`config.mk`:
```
export PLATFORM = sky130hd
export DESIGN_NAME = memory_arbiter
export DESIGN_NICKNAME = d
export VERILOG_FILES = /design/src/rtl/memory_arbiter.sv
export SDC_FILE = /design/constraint.sdc
export NUM_CORES = 1
export LEC_CHECK = 0
export BUFFER_PORTS_ARGS = -buffer_cell sky130_fd_sc_hd__buf_2
export CORE_MARGIN = 10
export CORE_UTILIZATION = 44
export CTS_BUF_LIST = sky130_fd_sc_hd__clkbuf_16
export DETAILED_ROUTE_END_ITERATION = 8
export PLACE_DENSITY = 0.77
export SKIP_LAST_GASP = 1
export SLEW_MARGIN = 0
export SYNTH_ARGS = -nofsm -noshare
export SYNTH_HDL_FRONTEND = slang
export SYNTH_SLANG_ARGS = --single-unit
```
`constraint.sdc`:
```
create_clock -name clk -period 5.6 [get_ports clk]
set_input_delay 1.12 -clock clk [delete_from_list [all_inputs] [get_ports clk]]
set_output_delay 1.12 -clock clk [all_outputs]
set_load 0.02 [all_outputs]
```
`src/rtl/memory_arbiter.sv`:
```
//==============================================================================
// Module   : memory_arbiter
// Summary  : Shares one single-ported RAM bus between instruction fetch and
//            data load/store. Data has priority, and both results are buffered.
// Options  : MEM_ARB_SNOOP_INVAL_EN invalidates the instruction buffer when a
//            data store hits the buffered word.
// Revision : 1.0  initial release
//==============================================================================
`default_nettype none

module memory_arbiter #(
    parameter int ADDR_W = 32,
    parameter int DATA_W = 32
) (
    input  logic              clk,
    input  logic              rst,
    input  logic              iren,
    input  logic [ADDR_W-1:0] iaddr,
    output logic              ihit,
    output logic [DATA_W-1:0] iload,
    input  logic              dren,
    input  logic              dwen,
    input  logic [ADDR_W-1:0] daddr,
    input  logic [DATA_W-1:0] dstore,
    output logic              dhit,
    output logic [DATA_W-1:0] dload,
    output logic              ram_ren,
    output logic              ram_wen,
    output logic [ADDR_W-1:0] ram_addr,
    output logic [DATA_W-1:0] ram_store,
    input  logic [DATA_W-1:0] ram_load,
    input  logic              ram_ready
);

    typedef enum logic [1:0] {
        IDLE = 2'd0,
        DACC = 2'd1,
        IACC = 2'd2
    } state_t;

    state_t            state_q, state_d;
    logic              ram_ren_q, ram_ren_d;
    logic              ram_wen_q, ram_wen_d;
    logic [ADDR_W-1:0] ram_addr_q, ram_addr_d;
    logic [DATA_W-1:0] ram_store_q, ram_store_d;
    logic [DATA_W-1:0] iload_q, iload_d;
    logic [DATA_W-1:0] dload_q, dload_d;
    logic [ADDR_W-1:0] ibuf_addr_q, ibuf_addr_d;
    logic              ibuf_valid_q, ibuf_valid_d;
    logic              dbuf_valid_q, dbuf_valid_d;
    logic              dreq;

    assign dreq      = dren | dwen;
    assign ihit      = iren & ibuf_valid_q & (ibuf_addr_q == iaddr);
    assign dhit      = dbuf_valid_q & dreq;
    assign iload     = iload_q;
    assign dload     = dload_q;
    assign ram_ren   = ram_ren_q;
    assign ram_wen   = ram_wen_q;
    assign ram_addr  = ram_addr_q;
    assign ram_store = ram_store_q;

    always_ff @(posedge clk or posedge rst) begin
        if (rst) begin
            state_q      <= IDLE;
            ram_ren_q    <= 1'b0;
            ram_wen_q    <= 1'b0;
            ram_addr_q   <= '0;
            ram_store_q  <= '0;
            iload_q      <= '0;
            dload_q      <= '0;
            ibuf_addr_q  <= '0;
            ibuf_valid_q <= 1'b0;
            dbuf_valid_q <= 1'b0;
        end else begin
            state_q      <= state_d;
            ram_ren_q    <= ram_ren_d;
            ram_wen_q    <= ram_wen_d;
            ram_addr_q   <= ram_addr_d;
            ram_store_q  <= ram_store_d;
            iload_q      <= iload_d;
            dload_q      <= dload_d;
            ibuf_addr_q  <= ibuf_addr_d;
            ibuf_valid_q <= ibuf_valid_d;
            dbuf_valid_q <= dbuf_valid_d;
        end
    end

    always_comb begin
        state_d      = state_q;
        ram_ren_d    = ram_ren_q;
        ram_wen_d    = ram_wen_q;
        ram_addr_d   = ram_addr_q;
        ram_store_d  = ram_store_q;
        iload_d      = iload_q;
        dload_d      = dload_q;
        ibuf_addr_d  = ibuf_addr_q;
        ibuf_valid_d = ibuf_valid_q;
        dbuf_valid_d = dbuf_valid_q;

        // Data result is consumed once the pipeline advances or drops the request
        if ((ihit & dhit) | ~dreq) begin
            dbuf_valid_d = 1'b0;
        end

        case (state_q)
            IDLE: begin
                ram_ren_d = 1'b0;
                ram_wen_d = 1'b0;
                if (dreq & ~dbuf_valid_q) begin
                    state_d     = DACC;
                    ram_addr_d  = daddr;
                    ram_store_d = dstore;
                    ram_ren_d   = dren;
                    ram_wen_d   = dwen;
                end else if (iren & ~ihit) begin
                    state_d      = IACC;
                    ram_addr_d   = iaddr;
                    ram_ren_d    = 1'b1;
                    ibuf_addr_d  = iaddr;
                    ibuf_valid_d = 1'b0;
                end
            end
            DACC: begin
                if (ram_ready) begin
                    if (ram_ren_q) begin
                        dload_d = ram_load;
                    end
`ifdef MEM_ARB_SNOOP_INVAL_EN
                    // Word-granular match keeps self-modifying code coherent
                    if (ram_wen_q && (ram_addr_q[ADDR_W-1:2] == ibuf_addr_q[ADDR_W-1:2])) begin
                        ibuf_valid_d = 1'b0;
                    end
`endif
                    dbuf_valid_d = 1'b1;
                    ram_ren_d    = 1'b0;
                    ram_wen_d    = 1'b0;
                    state_d      = IDLE;
                end
            end
            IACC: begin
                if (ram_ready) begin
                    iload_d      = ram_load;
                    ibuf_valid_d = 1'b1;
                    ram_ren_d    = 1'b0;
                    state_d      = IDLE;
                end
            end
            default: begin
                state_d = IDLE;
            end
        endcase
    end

endmodule

`default_nettype wire

```
==> flow_summary.ini <==
[global_routing]
grt_pass1_wl_mm = 29.7
antenna_found_initial = 2
grt_pass1_vias = 5574
grt_max_degree = 167
grt-ovfl-total = 0
grt_usage_pct = 17.3

[critical_path]
crit_path_frequent_cell = buf_2
setup.worst_path.start = iaddr[19]
r2r_cells = 6
cp-end-kind = primary output
critical_path_arrival_ps = 2640
critical_path.slowest_cell = nor4_4
cp_max_fo = 6
critPathLaunchType = input pin
path_cells = buf_2 -> nor2b_1 -> a2111oi_4 -> nand4_2 -> nor4_4 -> buf_2
crit_type = input pin to primary output
critPathMaxStageDelay_ps = 450
crit-reg2reg-launch = ibuf_addr_q[22]$_DFFE_PP0P_
rr_endpoint = ibuf_addr_q[15]$_DFFE_PP0P_
crit_end = ihit
cp.required_ps = 4480
rrSetupSlack_ps = 2610

[clock_tree]
postCtsResizedCells = 0
tritoncts = yes
holdBufCountCts = 0
clkLatencyLatePin_ps = 420
cts_max_level = 4
clkSlewWorstSetupHoldPaths_ps = 60
numCtsBuffers = 17
cts_sinks = 166
cts_root_buf = clkbuf_16
cts_setup_buffers = 0
cts_buffer_depth = 2

[sta]
hold_ws_ps = 499
fin_crit_sh_pct = 67.1
slew_violations = 0
max_slew_margin_pct = 24.9
tns_ps = 0
setup_viol = 0
clock_skew_ps = 6.26
period_needed_ps = 3760
max_freq_mhz = 266
rsz0062_at_grt = false
worstMarginPinSlew_ps = 1120
hold_viol = 0

[die]
die_w_um = 146
fp.dieArea_um2 = 21400
rows = 46
core_um2 = 15800
initial_utilization_pct = 44.5
die_h_um = 146
num_io_pins = 266

[yosys]
yosysUniqueCellTypes = 37
avgSynthCellArea_um2 = 14.3
synthArstFlopShare_pct = 100
syn-num-nets = 626
syn_area_um2 = 7010
synth_edf_count = 0
syn_inst = 489
ys.warnings.count = 0
ys_seq_elements = 166
seq_area_frac_synth_pct = 59.3
ys.flop_type = dfrtp_1

[layout]
final_area_um2 = 9080
layout-drive-gt1-share_pct = 63.0
syn_to_final_growth_pct = 29.6
fin_nets = 891
fin_util_pct = 57.6
layout_common_cells = buf_2, dfrtp_1, mux2_2
final_common_cell = buf_2
n_fill_cell = 1345

[place]
gp_congestion = 0.786
placed_area_um2 = 8540
port-buffer-count = 265
hpwl_mm = 13.9

[routing]
drt-total-wl_mm = 18.8
detail_route.drc_violations = 0
wl_per_cell_um = 19.1
first_pass_iters = 5
drt_iter0_drc = 201
vias_per_cell = 5.06
vias = 4986
ant_nets = 0

[status]
status = completed

[power]
cellPowerDensity_nw_per_um2 = 631
irDropWorstVdd_mv = 0.323
leakagePower_uw = 0.00430

[job]
cap_violations = 0

[worst_hold_path]
worstHoldPathType = flip-flop to flip-flop
-- area by class of cell --
type	count	area, um^2	share of cell area (%)
timing repair buffer	270	1380	15.2
multi-input combinational	290	2710	29.8
inverter	9	37.5	0.413
tap	216	270	2.98
antenna	2	5.00	0.0551
sequential	166	4150	45.7
clock inverter	15	108	1.18
clock buffer	17	425	4.68
-- layer usage --
layer  vias to the layer above  GRT usage, %  part of all wire (%)
met5                         -             0                     0
met4                         0          6.86                   2.1
met3                        26          7.39                   9.2
met2                       188          29.9                    51
met1                      2469          18.3                    38
li1                       2303             -                     -
-- sequential cells by signal, indices dropped and copies added, names as in the netlist --
register	flops
ibuf_addr_q	32
ibuf_valid_q	1
ram_ren	1
ram_addr	32
ram_wen	1
dload	32
iload	32
state_q	2
ram_store	32
dbuf_valid_q	1
-- power breakdown --
| part | switching [uW] | total, uW | internal [uW] |
|---|---|---|---|
| clock | 494 | 1060 | 569 |
| sequential | 314 | 2120 | 1810 |
| combinational | 1440 | 2540 | 1100 |
| total | 2250 | 5730 | 3480 |
-- synthesized netlist by cell type, drive strengths merged, types with 2 or more instances --
library cell  instances  area share [%]
a21oi                 4            0.29
buf                  12             1.1
clkbuf               12            0.64
dfrtp               166              59
ha                    3            0.54
inv                   9            0.48
mux2                126              20
nand2                10            0.54
nand3                 3            0.21
nand4                 3            0.36
nor2                  4            0.21
nor2b                 4            0.36
nor3                  3            0.21
nor4                 14             1.5
o21ai                 8            0.57
o221a                32             5.1
o22a                  2            0.25
o22ai                 2            0.18
or2                  34             3.0
xnor2                 2            0.25
xor2                 27             3.4
-- worst min path at each step --
stage / endpoint / cells after the start / startpoint
after global routing: iload[6]$_DFFE_PP0P_ / 1 / iload[6]$_DFFE_PP0P_
after CTS: ibuf_valid_q$_DFFE_PP0P_ / 1 / ibuf_valid_q$_DFFE_PP0P_
after floorplan: ibuf_valid_q$_DFFE_PP0P_ / 1 / ibuf_valid_q$_DFFE_PP0P_
after global placement: ram_store[15]$_DFFE_PP0P_ / 1 / ram_store[15]$_DFFE_PP0P_
after detailed placement: ibuf_valid_q$_DFFE_PP0P_ / 1 / ibuf_valid_q$_DFFE_PP0P_
final: ibuf_valid_q$_DFFE_PP0P_ / 1 / ibuf_valid_q$_DFFE_PP0P_
-- cell families (layout without fill, tap and decap cells) --
| family | Yosys count | after routing | share of synthesized area [%] |
|---|---|---|---|
| compound gates | 52 | 52 | 7.21 |
| xor+xnor | 29 | 29 | 3.62 |
| fa+ha+maj | 3 | 3 | 0.535 |
| buf+inv | 33 | 311 | 2.21 |
| flops | 166 | 166 | 59.3 |
| mux | 127 | 127 | 20.4 |
| other cells | 0 | 2 | 0 |
| simple gates | 79 | 79 | 6.78 |
-- worst max-delay path, delay by kind of cell --
| kind | cells | cell delay (ps) |
|---|---|---|
| AO/OA/AOI/OAI | 1 | 340 |
| AND/OR/NAND/NOR | 3 | 820 |
| buffers and inverters | 2 | 360 |
-- through the flow --
stage	worst slack (ps)	std cells	total power, uW
final	1840	985	5730
after global routing	1680	984	6080
after floorplan	2190	489	3840
after global placement	1810	951	4640
after detailed placement	1730	951	4720
after CTS	1860	983	5800
No activity file was read; power rests on OpenSTA's default activity.
